## config.mk

```make
export PLATFORM = sky130hd
export DESIGN_NAME = sample_packer
export DESIGN_NICKNAME = d
export VERILOG_FILES = /design/src/rtl/sample_packer_pkg.sv /design/src/rtl/sample_fifo.sv /design/src/rtl/sample_packer.sv
export SDC_FILE = /design/constraint.sdc
export NUM_CORES = 1
export LEC_CHECK = 0
export BUFFER_PORTS_ARGS = -buffer_cell sky130_fd_sc_hd__buf_2
export CAP_MARGIN = 20
export CORE_MARGIN = 1
export CORE_UTILIZATION = 35
export CTS_CLUSTER_DIAMETER = 100
export DETAILED_ROUTE_END_ITERATION = 10
export GPL_TIMING_DRIVEN = 1
export PLACE_DENSITY = 0.53
export SLEW_MARGIN = 5
export SYNTH_ARGS = -nofsm -noshare
export SYNTH_HDL_FRONTEND = slang
export SYNTH_SLANG_ARGS = --single-unit
```

## constraint.sdc

```tcl
create_clock -name clock -period 3.5 [get_ports clock]
set_clock_uncertainty 0.05 [all_clocks]
set_input_delay 0.35 -clock clock [delete_from_list [all_inputs] [get_ports clock]]
set_output_delay 0.35 -clock clock [all_outputs]
set_load 0.05 [all_outputs]
```

## src/rtl/sample_packer_pkg.sv

```systemverilog
// Shared definitions for the 12-bit sample to byte packer: FSM state
// encodings, byte width and the single supported sample width.
package sample_packer_pkg;

    localparam int BYTE_W               = 8;
    localparam int SUPPORTED_DATA_WIDTH = 12;

    // Which byte of the 3-byte pair group is produced next
    typedef enum logic [1:0] {
        ST_B0 = 2'd0,
        ST_B1 = 2'd1,
        ST_B2 = 2'd2
    } state_e;

endpackage

```

## src/rtl/sample_fifo.sv

```systemverilog
// First-word-fall-through sample FIFO: head entry is visible on rd_data
// while not empty, so the packer can pop and use it in the same cycle.
module sample_fifo #(
    parameter int WIDTH = 12,
    parameter int DEPTH = 4
) (
    input  logic                     clock,
    input  logic                     reset,
    input  logic                     wr_en,
    input  logic [WIDTH-1:0]         wr_data,
    input  logic                     rd_en,
    output logic [WIDTH-1:0]         rd_data,
    output logic                     full,
    output logic                     empty,
    output logic [$clog2(DEPTH):0]   count
);

    localparam int PTR_W = $clog2(DEPTH);
    localparam logic [PTR_W:0] DEPTH_CNT = (PTR_W + 1)'(DEPTH);

    if (DEPTH < 2 || (DEPTH & (DEPTH - 1)) != 0) begin : g_depth_check
        $error("sample_fifo: DEPTH must be a power of two and at least 2");
    end

    logic [WIDTH-1:0] mem_q [DEPTH];
    logic [PTR_W-1:0] wr_ptr_q, wr_ptr_d;
    logic [PTR_W-1:0] rd_ptr_q, rd_ptr_d;
    logic [PTR_W:0]   count_q, count_d;
    logic             do_wr, do_rd;

    assign full    = (count_q == DEPTH_CNT);
    assign empty   = (count_q == '0);
    assign count   = count_q;
    assign rd_data = mem_q[rd_ptr_q];

    // A write into a full FIFO is accepted when the head leaves this cycle
    assign do_rd = rd_en && !empty;
    assign do_wr = wr_en && (!full || do_rd);

    always_comb begin
        wr_ptr_d = wr_ptr_q;
        rd_ptr_d = rd_ptr_q;
        count_d  = count_q;
        if (do_wr) begin
            wr_ptr_d = wr_ptr_q + 1'b1;
        end
        if (do_rd) begin
            rd_ptr_d = rd_ptr_q + 1'b1;
        end
        case ({do_wr, do_rd})
            2'b10:   count_d = count_q + 1'b1;
            2'b01:   count_d = count_q - 1'b1;
            default: count_d = count_q;
        endcase
    end

    always_ff @(posedge clock) begin
        if (!reset) begin
            wr_ptr_q <= '0;
            rd_ptr_q <= '0;
            count_q  <= '0;
        end else begin
            wr_ptr_q <= wr_ptr_d;
            rd_ptr_q <= rd_ptr_d;
            count_q  <= count_d;
        end
    end

    always_ff @(posedge clock) begin
        if (reset && do_wr) begin
            mem_q[wr_ptr_q] <= wr_data;
        end
    end

endmodule

```

## src/rtl/sample_packer.sv

```systemverilog
// Packs pairs of 12-bit samples into three bytes (A[11:4], {A[3:0],B[11:8]},
// B[7:0]) behind a small sample FIFO, with a ready/valid byte output.
module sample_packer
    import sample_packer_pkg::*;
#(
    parameter int DATA_WIDTH = 12,
    parameter int FIFO_DEPTH = 4
) (
    input  logic                  clock,
    input  logic                  reset,
    input  logic [DATA_WIDTH-1:0] data_in,
    input  logic                  datavalid_in,
    input  logic                  flush_in,
    input  logic                  byte_ready_in,
    output logic [BYTE_W-1:0]     byte_out,
    output logic                  bytevalid_out,
    output logic                  overflow_out
);

    if (DATA_WIDTH != SUPPORTED_DATA_WIDTH) begin : g_width_check
        $error("sample_packer: only DATA_WIDTH = 12 is supported");
    end

    state_e                    state_q, state_d;
    logic [BYTE_W-1:0]         byte_q, byte_d;
    logic                      valid_q, valid_d;
    logic [3:0]                nib_q, nib_d;
    logic [BYTE_W-1:0]         low_q, low_d;
    logic                      overflow_q, overflow_d;
    logic                      pop;
    logic                      can_load;
    logic [DATA_WIDTH-1:0]     fifo_rd_data;
    logic                      fifo_full;
    logic                      fifo_empty;
    logic [$clog2(FIFO_DEPTH):0] unused_fifo_count;

    sample_fifo #(
        .WIDTH (DATA_WIDTH),
        .DEPTH (FIFO_DEPTH)
    ) u_fifo (
        .clock   (clock),
        .reset   (reset),
        .wr_en   (datavalid_in),
        .wr_data (data_in),
        .rd_en   (pop),
        .rd_data (fifo_rd_data),
        .full    (fifo_full),
        .empty   (fifo_empty),
        .count   (unused_fifo_count)
    );

    // The output register may be reloaded when empty or when its byte leaves now
    assign can_load = !valid_q || byte_ready_in;

    always_comb begin
        state_d    = state_q;
        byte_d     = byte_q;
        valid_d    = valid_q;
        nib_d      = nib_q;
        low_d      = low_q;
        pop        = 1'b0;
        overflow_d = overflow_q || (datavalid_in && fifo_full && !pop);
        if (can_load) begin
            valid_d = 1'b0;
            unique case (state_q)
                ST_B0: begin
                    if (!fifo_empty) begin
                        pop     = 1'b1;
                        byte_d  = fifo_rd_data[11:4];
                        nib_d   = fifo_rd_data[3:0];
                        valid_d = 1'b1;
                        state_d = ST_B1;
                    end
                end
                ST_B1: begin
                    if (!fifo_empty) begin
                        pop     = 1'b1;
                        byte_d  = {nib_q, fifo_rd_data[11:8]};
                        low_d   = fifo_rd_data[7:0];
                        valid_d = 1'b1;
                        state_d = ST_B2;
                    end else if (flush_in) begin
                        byte_d  = {nib_q, 4'h0};
                        low_d   = 8'h00;
                        valid_d = 1'b1;
                        state_d = ST_B2;
                    end
                end
                ST_B2: begin
                    byte_d  = low_q;
                    valid_d = 1'b1;
                    state_d = ST_B0;
                end
                default: begin
                    state_d = ST_B0;
                end
            endcase
        end
        // pop is final here; recompute the drop decision with it
        overflow_d = overflow_q || (datavalid_in && fifo_full && !pop);
    end

    always_ff @(posedge clock) begin
        if (!reset) begin
            state_q    <= ST_B0;
            byte_q     <= '0;
            valid_q    <= 1'b0;
            nib_q      <= '0;
            low_q      <= '0;
            overflow_q <= 1'b0;
        end else begin
            state_q    <= state_d;
            byte_q     <= byte_d;
            valid_q    <= valid_d;
            nib_q      <= nib_d;
            low_q      <= low_d;
            overflow_q <= overflow_d;
        end
    end

    assign byte_out      = byte_q;
    assign bytevalid_out = valid_q;
    assign overflow_out  = overflow_q;

endmodule

```

### After elaboration in Yosys (flattened, before gate mapping)

Memory sizes are Yosys's and may differ from the RTL's. A register that Yosys moved wholly into a read port is not among the register bits.
Index checks and enable logic that the tools add are counted.

* reduce and logical (&&, ||, !) cells: 21
* equal/unequal tests: 8
* bitwise operators: 1
* add/sub/neg operators: 4
* muxes and demuxes: 21

Operator list (count)
* two-way mux 8 bit: 5
* one-hot mux 8 bit (3 select lines): 1
* two-way mux 2 bit: 5
* AND reduction 3 bit: 3
* two-way mux 1 bit: 7
* one-hot mux 3 bit (2 select lines): 1
* logical AND 1 bit: 5
* adder 2 x 1 -> 2 bit (second input constant): 2
* == test 2 x 1 -> 1 bit (second input constant): 2
* == test 2 bit (second input constant): 2
* zero test 1 bit: 4
* != test 2 bit (second input constant): 2
* one-hot mux 2 bit (2 select lines): 1
* AND reduction 4 bit: 1
* adder 3 x 1 -> 3 bit (second input constant): 1
* == test 3 bit (second input constant): 1
* zero test 3 bit: 1
* logical OR 1 bit: 3
* != test 3 bit (second input constant): 1
* one-hot mux 1 bit (3 select lines): 1
* nonzero test 3 bit: 1
* subtractor 3 x 1 -> 3 bit (second input constant): 1
* zero test 2 bit: 1
* nonzero test 2 bit: 1
* other kinds (2): 2

* output and inout bits: 10
* bits of input ports: 17
* memories: 1
* bits in writable memories: 48
* word-level logic and storage cells: 65
* register bits: 31

Memory list
* u_fifo.mem_q: words 4, width 12, rd ports 1, clocked after memory_dff 1, wr ports 1, RTL line sample_fifo.sv:25 `logic [WIDTH-1:0] mem_q [DEPTH];`

### Depth between registers and ports, before layout

* depth in word-level cells: 10
* depth in mapped cells: 14
* depth with buffers taken out: 12

### By module

From an unflattened synthesis, not the netlist that was laid out.

* cells, all modules: 238
* area total of the unflattened synthesis: 3378.2 um^2

Modules (own cells, without submodules)
* sample_fifo: cells each 116, sequential area each 1621.6 um^2, area an instance 2217.1 um^2, instances 1
* sample_packer: cells each 122, sequential area each 480.5 um^2, area an instance 1161.1 um^2, instances 1

### Worst setup path after synthesis

No wires, ideal clock.

* path kind: flip-flop to flip-flop
* start: reg valid_q, in the netlist bytevalid_out
* end: reg u_fifo.count_q[2], in the netlist u_fifo.count[2]
* library setup time: 71 ps
* clock period less this slack: 2877 ps
* path slack: 623 ps
* cell stages (with the launch flop): 13
* required time: 3379 ps
* buffers on the path: 2
* arrival time: 2757 ps
* path through: dfxtp_1 > nor2b_1 > clkbuf_1 > o2111ai_1 > and2_1 > clkbuf_1 > inv_1 > ha_1 > inv_1 > fa_1 > xor2_1 > or3_1 > a21oi_1

* cells in the longest elaborated chain, start to end: 8
* elaborated cells on any way between the ends: 10
* those cells by class: eq/ne: 2; mux: 2; reduce/logical: 6

Ends and longest elaborated chain
* start, declared: RTL line sample_packer.sv:26 `logic valid_q, valid_d;`
* start signal, assigned: RTL line sample_packer.sv:114 `valid_q <= valid_d;`
* zero test 1 bit *: RTL line sample_packer.sv:53 `assign can_load = !valid_q || byte_ready_in;`
* logical OR 1 bit *: RTL line sample_packer.sv:53
* two-way mux 1 bit *: RTL line sample_packer.sv:63 `if (can_load) begin`
* logical AND 1 bit *: RTL line sample_fifo.sv:37 `assign do_rd = rd_en && !empty;`
* logical OR 1 bit: RTL line sample_fifo.sv:38 `assign do_wr = wr_en && (!full || do_rd);`
* logical AND 1 bit: RTL line sample_fifo.sv:38
* == test 2 x 1 -> 1 bit / == test 2 bit (equally long branches): RTL line sample_fifo.sv:50 `case ({do_wr, do_rd})`
* one-hot mux 3 bit (2 select lines) / nonzero test 2 bit (equally long branches)
* end signal, assigned: RTL line sample_fifo.sv:65 `count_q <= count_d;`
* end, declared: RTL line sample_fifo.sv:28 `logic [PTR_W:0] count_q, count_d;`

Every way passes the cells marked *; elsewhere a longest branch is shown, timed or not.
A chain may end at the register's enable or synchronous reset.

### Worst setup path in the final report

* start: reg state_q[1]
* end: reg u_fifo.count_q[2], in the netlist u_fifo.count[2]

* cells in the longest elaborated chain, start to end: 9
* elaborated cells on any way between the ends: 12
* those cells by class: eq/ne: 3; mux: 3; reduce/logical: 6

Ends and longest elaborated chain
* start, declared: RTL line sample_packer.sv:24 `state_e state_q, state_d;`
* start signal, assigned: RTL line sample_packer.sv:112 `state_q <= state_d;`
* == test 2 x 1 -> 1 bit / zero test 2 bit (equally long branches): RTL line sample_packer.sv:65 `unique case (state_q)`
* OR reduction 2 bit (no line) *
* two-way mux 1 bit *
* two-way mux 1 bit *: RTL line sample_packer.sv:63
* logical AND 1 bit *: RTL line sample_fifo.sv:37
* logical OR 1 bit: RTL line sample_fifo.sv:38
* logical AND 1 bit: RTL line sample_fifo.sv:38
* == test 2 x 1 -> 1 bit / == test 2 bit (equally long branches): RTL line sample_fifo.sv:50
* one-hot mux 3 bit (2 select lines) / nonzero test 2 bit (equally long branches)

Marks and branches as above.

==> results.md <==
- Status: completed
- Maximum clock insertion buffer count: 2
- Max-slew headroom: 33.8%
- Required time of the critical path: 3.72 ns
- GPL Wtd Cong: 0.750
- Initial antenna violation count: 0
- Combinational power share: 34.1%
- Die area: 10400 µm²
- Port Buf Inserts: 26
- Initial cell density of the core: 36.1%
- RSZ-0062 raised after global routing: no
- Final worst path period need: 2.94 ns
- CTS tree: done
- Critical path fanouts, max: 10
- CTS root buffer: clkbuf_8
- Power per cell area: 739 nW/µm²
- Max_cap viols: 0
- Final Core Density: 40.5%
- DIE WIDTH: 102 µm
- Synth unique cells: 43
- DR pass1 iterations: 4
- Vias in the first global route: 2087
- Flops & latches, synth: 81
- Num CTS Buffers: 9
- DP Wirelength: 4.90 mm
- Share of cells above drive strength 1: 15.7%
- # clock sinks: 81
- Setup TNS: 0 ns
- Nets@finish: 336
- Clk pwr share: 22.6%
- Post-cts sizing count: 0
- I/O pins: 27
- Synth Net Count: 311
- Rows: 36
- Post-Syn Instances: 282
- Worst vdd ir: 0.247 mV
- First-pass GRT wire length: 11.2 mm
- WHS: 0.157 ns
- Setup-failing EPs final: 0
- 1st-iter DRT viols: 94
- Net Sw Frac: 36.3%
- Worst hold path class: in2reg
- Pin count of the biggest net entering global routing: 24
- Diode count: 0
- F_max: 0.340 GHz
- WP data arrival: 3.16 ns
- Post-DRT Antenna Nets: 0
- Core ar.: 9730 µm²
- Period Utilization, post-route: 84.0%
- Setup bufs post-CTS: 0
- Worst Setup End Kind: register
- Crit start category: register
- Internal power: 1.85 mW
- Final Hold Fails: 0
- Setup CP Type: reg2reg
- Vias per cell: 4.97
- GRT Util Overall: 14.7%
- EDFF count, synth: 48
- Primary FF master, synth: edfxtp_1
- Worst skew pair latency: 0.35 ns
- Final Power: 2.91 mW
- Cell Area, Synth: 3510 µm²
- Seq pwr share: 43.3%
- Reg clk slew, reported paths: 0.08 ns
- Post-Syn Area per Cell: 12.4 µm²
- Drt drc: 0
- Sequential area share after synthesis: 59.9%
- CTS HTree Levels: 3
- Synth warn: 0
- Pre-CTS setup slack: 0.592 ns
- Routed vias: 2213
- Final WL: 7.09 mm
- Pleak: 1.41 nW
- Avg WL per Cell: 15.9 µm
- Slew at the pin with the worst max-slew slack: 0.991 ns
- Hold Buf Count CTS: 0
- Crit path setup slack, layout: 0.559 ns
- Syn-to-layout area delta: 12.2%
- Gr ovfl total: 0
- Max Transition Viols Final: 0
- Sw power: 1.06 mW
- Post-synth ARST share: 0%
- Die Ht: 102 µm
==> per-layer routing <==
layer  wire length [µm]  track usage [%]
met5                  0                0
met4                 55             6.26
met3                197             2.74
met2               3340             23.2
met1               3500             19.9
==> layout make-up <==
class | instances | area (µm²)
inverters | 16 | 60.1
fillers | 951 | 5790
flip-flops and latches | 81 | 2100
well taps | 133 | 166
repair buffers | 28 | 145
clock inverters | 6 | 60.1
multi-input cells | 171 | 1270
clock buffers | 10 | 128
==> worst max-delay path, cell delays in order, from the launching register on <==
cell and delay [ns]:
dfxtp_1 0.39, inv_1 0.12, ha_1 0.33, nor2_1 0.25, o2111ai_1 0.19, and2_1 0.28
inv_1 0.08, ha_1 0.17, inv_1 0.06, fa_1 0.37, xor2_1 0.15, or3_1 0.30
a21oi_1 0.14
==> power by group through the flow <==
stage               sequential [mW]  clock (mW)  combinational (mW)
detailed placement             1.28           0               0.984
global route                   1.28       0.718                1.10
finish                         1.26       0.658               0.991
floorplan                      1.31           0               0.728
CTS                            1.26       0.678               0.991
global placement               1.28           0               0.974
==> synthesized netlist by cell type (5+ instances only) <==
| library cell | instances | area (µm²) |
|---|---|---|
| nor2_1 | 21 | 78.8 |
| nand4_1 | 5 | 31.3 |
| clkbuf_1 | 7 | 26.3 |
| inv_1 | 16 | 60.1 |
| dfxtp_1 | 33 | 661 |
| o21ai_0 | 9 | 45.0 |
| mux2i_1 | 25 | 250 |
| ha_1 | 11 | 138 |
| edfxtp_1 | 48 | 1440 |
| nand2b_1 | 5 | 31.3 |
| nand2_1 | 24 | 90.1 |
| a22oi_1 | 11 | 82.6 |
==> stage by stage <==
| stage | instances | instance area [µm²] |
|---|---|---|
| after floorplan | 282 | 3510 |
| final | 445 | 3940 |
| after detailed placement | 429 | 3750 |
| after global placement | 429 | 3750 |
| after global routing | 445 | 3940 |
| after CTS | 445 | 3940 |
==> cells in the final DEF, fill, tap and decap left out, types with 5 or more instances in the layout <==
cell type / Yosys / layout
nand2b_1: 5 / 5
nand2_1: 24 / 24
nor2_1: 21 / 21
o21ai_0: 9 / 9
ha_1: 11 / 11
a22oi_1: 11 / 11
clkbuf_8: 0 / 9
inv_1: 16 / 16
dfxtp_1: 33 / 33
buf_2: 4 / 26
mux2i_1: 25 / 25
edfxtp_1: 48 / 48
nand4_1: 5 / 5
==> cells by family (layout without fill, tap and decap cells) <==
kind of cell    Yosys count  count (layout)  share of synthesized area, %
compound gates           51              51                          10.7
mux                      29              29                          9.70
xor+xnor                  4               4                         0.998
simple gates             75              75                          10.4
buf+inv                  30              60                          3.78
flops                    81              81                          59.9
fa+ha+maj                12              12                          4.49
==> registers in the layout, indices dropped and copies added, names as in the netlist, named ones only <==
name	cells
u_fifo.mem_q	48
byte_out	8
low_q	8
nib_q	4
u_fifo.count	3
state_q	2
u_fifo.rd_ptr_q	2
u_fifo.wr_ptr_q	2
bytevalid_out	1
overflow_out	1
==> worst paths after layout <==
path / start / end / slack (ns) / cells after the start
setup / recovery: state_q[1]$_SDFFE_PN0P_ / u_fifo.count[2]$_SDFFE_PN0P_ / 0.56 / 12
hold / removal: data_in[6] / u_fifo.mem_q[3][6]$_DFFE_PP_ / 0.16 / 1
setup reg to reg: state_q[1]$_SDFFE_PN0P_ / u_fifo.count[2]$_SDFFE_PN0P_ / 0.56 / 12
hold reg to reg: byte_out[2]$_SDFFE_PN0P_ / byte_out[2]$_SDFFE_PN0P_ / 0.41 / 2
No activity file was read; power rests on OpenSTA's default activity.
